<file path="config.mk">
export PLATFORM = sky130hd
export DESIGN_NAME = arrow_scroller
export DESIGN_NICKNAME = d
export VERILOG_FILES = /design/src/rtl/arrow_scroller.sv
export SDC_FILE = /design/constraint.sdc
export NUM_CORES = 1
export LEC_CHECK = 0
export CAP_MARGIN = 15
export CORE_MARGIN = 1.5
export CORE_UTILIZATION = 40
export CTS_BUF_LIST = sky130_fd_sc_hd__clkbuf_8 sky130_fd_sc_hd__clkbuf_16
export DETAILED_ROUTE_END_ITERATION = 10
export HOLD_SLACK_MARGIN = 0.02
export PLACE_DENSITY = 0.65
export SETUP_SLACK_MARGIN = 0.1
export SLEW_MARGIN = 20
export SYNTH_ARGS = -nofsm -noshare
export SYNTH_HDL_FRONTEND = slang
export SYNTH_SLANG_ARGS = --single-unit
</file>
<file path="constraint.sdc">
create_clock -name sclk -period 5.01 [get_ports sclk]
set_input_delay 0.7515 -clock sclk [delete_from_list [all_inputs] [get_ports sclk]]
set_output_delay 0.7515 -clock sclk [all_outputs]
set_load 0.02 [all_outputs]
</file>
<file path="src/rtl/arrow_scroller.sv">
// Four-lane falling-arrow game core: spawns arrows from an LFSR, scrolls them once per
// frame tick and scores button presses against the target zone.
//
// state | meaning
// IDLE  | waiting for start, lanes frozen
// PLAY  | game running: spawn, scroll, hit/miss scoring
// OVER  | lives exhausted, waiting for start
module arrow_scroller #(
    parameter int VBP           = 31,
    parameter int VFP           = 511,
    parameter int ARROW_H       = 32,
    parameter int SPEED         = 2,
    parameter int SPAWN_PERIOD  = 45,
    parameter int TARGET_TOP    = 420,
    parameter int TARGET_BOTTOM = 460,
    parameter int LIVES_INIT    = 3
) (
    input  logic       sclk,
    input  logic       clr,
    input  logic       frame_tick,
    input  logic       start,
    input  logic [2:0] decode,
    output logic [9:0] d_top,
    output logic [9:0] d_bottom,
    output logic [9:0] u_top,
    output logic [9:0] u_bottom,
    output logic [9:0] l_top,
    output logic [9:0] l_bottom,
    output logic [9:0] r_top,
    output logic [9:0] r_bottom,
    output logic       d_visible,
    output logic       u_visible,
    output logic       l_visible,
    output logic       r_visible,
    output logic [7:0] score,
    output logic [1:0] lives,
    output logic       hit,
    output logic       miss,
    output logic [1:0] game_state
);
    typedef enum logic [1:0] {IDLE = 2'd0, PLAY = 2'd1, OVER = 2'd2} state_t;

    localparam int              CW       = $clog2(SPAWN_PERIOD);
    localparam logic [9:0]      TOP0     = 10'(VBP);
    localparam logic [9:0]      BOT0     = 10'(VBP + ARROW_H);
    localparam logic [9:0]      HEIGHT   = 10'(ARROW_H);
    localparam logic [10:0]     VFP_L    = 11'(VFP);
    localparam logic [10:0]     SPEED_L  = 11'(SPEED);
    localparam logic [9:0]      TGT_TOP  = 10'(TARGET_TOP);
    localparam logic [9:0]      TGT_BOT  = 10'(TARGET_BOTTOM);
    localparam logic [CW-1:0]   CNT_LAST = CW'(SPAWN_PERIOD - 1);
    localparam logic [1:0]      LIVES0   = 2'(LIVES_INIT);

    state_t        state_q, state_n;
    logic [7:0]    lfsr_q, lfsr_n;
    logic [2:0]    prev_q, code;
    logic [CW-1:0] cnt_q, cnt_n;
    logic [7:0]    score_q, score_n;
    logic [1:0]    lives_q, lives_n;
    logic          hit_q, hit_n, miss_q, miss_n;
    logic [9:0]    top_q [4];
    logic [9:0]    top_n [4];
    logic [9:0]    bot_q [4];
    logic [9:0]    bot_n [4];
    logic [3:0]    vis_q, vis_n, hit_lane;
    logic          press;
    logic [1:0]    sel;
    logic [10:0]   step;
    logic [2:0]    falls;

    // Codes 5-7 behave exactly like "no button", including for edge detection.
    assign code  = (decode > 3'd4) ? 3'd0 : decode;
    assign press = (code != 3'd0) && (prev_q == 3'd0);
    assign sel   = code[1:0] - 2'd1;

    always_comb begin
        state_n  = state_q;
        lfsr_n   = {lfsr_q[6:0], lfsr_q[7] ^ lfsr_q[5] ^ lfsr_q[4] ^ lfsr_q[3]};
        cnt_n    = cnt_q;
        score_n  = score_q;
        lives_n  = lives_q;
        hit_n    = 1'b0;
        miss_n   = 1'b0;
        top_n    = top_q;
        bot_n    = bot_q;
        vis_n    = vis_q;
        hit_lane = 4'b0;
        step     = 11'd0;
        falls    = 3'd0;

        case (state_q)
            PLAY: begin
                if (press) begin
                    if (vis_q[sel] && bot_q[sel] >= TGT_TOP && top_q[sel] <= TGT_BOT) begin
                        hit_lane[sel] = 1'b1;
                        vis_n[sel]    = 1'b0;
                        hit_n         = 1'b1;
                        if (score_q != 8'hFF) score_n = score_q + 8'd1;
                    end else begin
                        miss_n = 1'b1;
                    end
                end
                if (frame_tick) begin
                    for (int i = 0; i < 4; i++) begin
                        if (vis_q[i] && !hit_lane[i]) begin
                            step = {1'b0, top_q[i]} + SPEED_L;
                            if (step >= VFP_L) begin
                                vis_n[i] = 1'b0;
                                falls    = falls + 3'd1;
                                miss_n   = 1'b1;
                            end else begin
                                top_n[i] = step[9:0];
                                bot_n[i] = step[9:0] + HEIGHT;
                            end
                        end
                    end
                    if (falls >= {1'b0, lives_q}) lives_n = 2'd0;
                    else                          lives_n = lives_q - falls[1:0];
                    // Spawn looks at occupancy before this tick, so a lane freed now stays empty.
                    if (cnt_q == CNT_LAST) begin
                        cnt_n = '0;
                        if (!vis_q[lfsr_q[1:0]]) begin
                            top_n[lfsr_q[1:0]] = TOP0;
                            bot_n[lfsr_q[1:0]] = BOT0;
                            vis_n[lfsr_q[1:0]] = 1'b1;
                        end
                    end else begin
                        cnt_n = cnt_q + 1'b1;
                    end
                end
                if (lives_n == 2'd0) begin
                    state_n = OVER;
                    vis_n   = 4'b0;
                end
            end
            default: begin
                if (start) begin
                    state_n = PLAY;
                    score_n = 8'd0;
                    lives_n = LIVES0;
                    cnt_n   = '0;
                    vis_n   = 4'b0;
                end
            end
        endcase
    end

    always_ff @(posedge sclk) begin
        if (clr) begin
            state_q <= IDLE;
            lfsr_q  <= 8'hA5;
            prev_q  <= 3'd0;
            cnt_q   <= '0;
            score_q <= 8'd0;
            lives_q <= LIVES0;
            hit_q   <= 1'b0;
            miss_q  <= 1'b0;
            vis_q   <= 4'b0;
            for (int i = 0; i < 4; i++) begin
                top_q[i] <= TOP0;
                bot_q[i] <= BOT0;
            end
        end else begin
            state_q <= state_n;
            lfsr_q  <= lfsr_n;
            prev_q  <= code;
            cnt_q   <= cnt_n;
            score_q <= score_n;
            lives_q <= lives_n;
            hit_q   <= hit_n;
            miss_q  <= miss_n;
            vis_q   <= vis_n;
            top_q   <= top_n;
            bot_q   <= bot_n;
        end
    end

    assign d_top      = top_q[0];
    assign d_bottom   = bot_q[0];
    assign u_top      = top_q[1];
    assign u_bottom   = bot_q[1];
    assign l_top      = top_q[2];
    assign l_bottom   = bot_q[2];
    assign r_top      = top_q[3];
    assign r_bottom   = bot_q[3];
    assign d_visible  = vis_q[0];
    assign u_visible  = vis_q[1];
    assign l_visible  = vis_q[2];
    assign r_visible  = vis_q[3];
    assign score      = score_q;
    assign lives      = lives_q;
    assign hit        = hit_q;
    assign miss       = miss_q;
    assign game_state = state_q;
endmodule

</file>
==> impl_metrics.py <==
metrics = {
    "status": {
        "outcome": "finished clean",
    },
    "synthesis": {
        "ys.flop_type": "dfxtp_1",
        "ys_types": 76,
        "async_flop_share_pct": 0,
        "seq_area_frac_synth_pct": 35.8,
        "ys_ff_latch": 115,
        "netlist_area_um2": 6430,
        "postSynthCellCount": 769,
        "synth_nets": 800,
        "ys_warn_count": 0,
        "synth-edff-count": 0,
        "synth.avg_cell_area_um2": 8.36,
    },
    "detailed_routing": {
        "detail_route.wirelength_um": 17400,
        "via_per_inst": 5.36,
        "dr.pass1.iters": 5,
        "drt-initial-drc-count": 291,
        "drc": 0,
        "wire_per_inst_um": 15.6,
        "drtAntennaViolNets": 0,
        "vias": 6007,
    },
    "cts": {
        "cts_tree": "built",
        "htree_levels": 4,
        "clock_path_buffers": 2,
        "cts.clk_slew.worst_paths_ns": 0.05,
        "clkSinkCount": 115,
        "cts_buffers": 17,
        "cts_setup_buffers": 0,
        "cts_root_buf": "clkbuf_16",
        "clock_latency_ns": 0.42,
    },
    "sta": {
        "fin_skew_ns": 0.00916,
        "post-route-min-period_ns": 4.76,
        "slew_headroom_pct": 38.2,
        "fin_crit_sh_pct": 95.1,
        "rsz0062_at_grt": "false",
        "max_slew.worst_pin.slew_ns": 0.927,
        "hold_violations": 0,
        "clock.fmax_mhz": 210,
        "setup-tns-final_ns": 0,
        "drv_slew": 0,
        "finalSetupViolations": 0,
    },
    "die": {
        "ioPinCount": 105,
        "start_util_pct": 40.8,
        "rows": 46,
        "die_area_um2": 16900,
        "die_h_um": 130,
        "die_w_um": 130,
        "coreArea_um2": 15800,
    },
    "placed_design": {
        "numPortBuffers": 104,
        "globalplace.congestion": 0.830,
        "dp_cells": 1088,
        "dpl.hpwl_um": 12700,
    },
    "global_routing": {
        "grtUsageTotal_pct": 21.1,
        "grt_max_degree": 39,
        "grt-ovfl-total": 0,
        "grt_pass1_wl_um": 27800,
        "grt_antenna_before_repair": 0,
        "grt_pass1_vias": 5342,
    },
    "cells_and_area": {
        "final_common_cell": "dfxtp_1",
        "drive_gt1_share_pct": 14.7,
        "final_cell_count_no_fill": 1120,
        "diodes": 0,
        "syn_to_final_growth_pct": 33.0,
        "fin_nets": 922,
        "final_core_util_pct": 54.2,
        "mostFrequentLayoutCells": "dfxtp_1, clkdlybuf4s50_1, nand2_1",
    },
    "critical_path": {
        "cp_data_arrival_time_ns": 5.10,
        "cp_cell_sequence": "clkbuf_2 > nand2b_4 > ha_4 > mux4_2 > a41oi_2 > a31o_4 > a31oi_4 > nor2b_2 > ha_1 > mux2_4 > ha_4 > mux2_4 > ha_4 > mux2_4 > ha_4 > xor2_1 > and2_4 > o32a_4 > a211oi_2",
        "cp_max_fo": 5,
        "critical_path_class": "in -> reg",
        "endpoint_kind": "register",
        "critPathLaunchType": "input port",
        "slowest_stage": "mux4_2",
        "worstPathRequired_ns": 5.35,
        "critPathMaxStageDelay_ns": 0.50,
        "critPathMostFrequentCell": "ha_4",
    },
    "hold_path": {
        "min_path_type": "reg -> reg",
    },
    "power_and_ir_drop": {
        "ir_worst_vdd_mv": 0.239,
        "power_w": 0.00223,
        "power_density_nw_per_um2": 260,
        "leakage_nw": 3.39,
    },
    "job": {
        "cap_violations": 0,
    },
}
==> registers in the layout, summed over array words and instances (netlist names), 2 cells and up <==
register / flops
cnt_q: 6
d_bottom: 10
d_top: 10
game_state: 2
l_bottom: 10
l_top: 10
lfsr_q: 8
lives: 2
prev_q: 3
r_bottom: 10
r_top: 10
score: 8
u_bottom: 10
u_top: 10
vis_q: 4
==> metrics by stage <==
| stage | area, um^2 | hold WS [ns] | setup WS [ns] |
|---|---|---|---|
| finish | 8550 | 0.411 | 0.248 |
| detailed placement | 7930 | 0.396 | -0.603 |
| global route | 8550 | 0.416 | 0.0877 |
| floorplan | 6510 | 0.389 | -0.112 |
| CTS | 8530 | 0.409 | 0.116 |
| global placement | 7930 | 0.395 | -0.448 |
==> synth_stat cells, drive strengths merged, types with 2 or more instances <==
master | count | share of area [%]
dfxtp | 115 | 36
xor2 | 28 | 3.8
nor3 | 17 | 1.4
a21boi | 2 | 0.23
a21oi | 40 | 3.2
a211oi | 2 | 0.31
nor2b | 12 | 1.2
o21bai | 4 | 0.47
nor4b | 3 | 0.41
xnor2 | 29 | 4.1
maj3 | 3 | 0.47
or2 | 4 | 0.39
and2 | 4 | 0.39
mux2 | 3 | 0.53
nor2 | 61 | 3.7
o22ai | 4 | 0.58
nand3b | 6 | 0.70
nand4 | 12 | 1.2
o21ai | 44 | 3.4
nand2b | 14 | 1.5
a22oi | 9 | 1.1
and4 | 2 | 0.27
a22o | 7 | 0.95
nand3 | 35 | 2.8
o311ai | 2 | 0.27
and3 | 17 | 1.7
or3 | 9 | 0.88
ha | 24 | 4.7
a32oi | 4 | 0.54
nand2 | 90 | 5.3
a21o | 6 | 0.70
nor3b | 5 | 0.58
or4 | 2 | 0.23
nand4b | 6 | 0.82
clkbuf | 24 | 1.4
nor4 | 10 | 0.97
o31a | 3 | 0.41
mux2i | 2 | 0.31
inv | 28 | 1.6
o31ai | 8 | 1.5
a31oi | 12 | 2.0
o211ai | 17 | 2.1
buf | 24 | 2.1
==> power by group <==
group          switching (W)  internal, W  total [W]
logic              0.0000606    0.0000372  0.0000978
registers         0.00000792     0.000924   0.000932
clock network       0.000442     0.000754    0.00120
==> kinds of logic after synthesis <==
family          synth area share (%)
compound gates                  20.6
xor+xnor                        7.88
flops                           35.8
simple gates                    24.2
mux                             1.19
fa+ha+maj                       5.14
buf+inv                         5.15
==> worst max-delay path, delay by kind of cell <==
kind	cells	cell delay, ns
AO/OA/AOI/OAI	5	1.05
buffers and inverters	1	0.11
adder cells (fa/ha/maj)	5	1.21
AND/OR/NAND/NOR	3	0.48
multiplexers	4	1.33
XOR/XNOR	1	0.17
==> layout make-up <==
cell class | count | area [um^2]
Timing Repair Buffer | 151 | 1370
Clock buffer | 19 | 453
Fill cell | 1475 | 7220
Sequential cell | 115 | 2310
Clock inverter | 13 | 135
Inverter | 28 | 105
Tap cell | 216 | 270
Multi-Input combinational cell | 578 | 3910
==> worst paths after layout <==
path / from / to / slack [ns] / depth (start not counted)
setup / recovery: decode[2] / game_state[0]$_SDFFE_PP0P_ / 0.25 / 19
hold / removal: lfsr_q[6]$_SDFF_PP0_ / lfsr_q[7]$_SDFF_PP1_ / 0.41 / 1
setup reg to reg: d_top[5]$_SDFFE_PP0P_ / game_state[0]$_SDFFE_PP0P_ / 0.31 / 18
hold reg to reg: lfsr_q[6]$_SDFF_PP0_ / lfsr_q[7]$_SDFF_PP1_ / 0.41 / 1
==> what timing repair did <==
| item | CTS | global route |
|---|---|---|
| pin swaps | 0 | 2 |
| hold buffers | 0 | 0 |
| setup endpoints to repair | 8 | 7 |
| resized for setup | 4 | 18 |
==> per-layer routing <==
metal  part of all wire (%)  GRT usage [%]  vias to the layer above
met5                      0              0                        -
met2                     45           32.0                      136
met4                    2.4           8.95                        0
li1                       -              -                     2988
met1                     47           28.4                     2851
met3                    5.3           5.54                       32
Power figures use the tool's default switching activity.
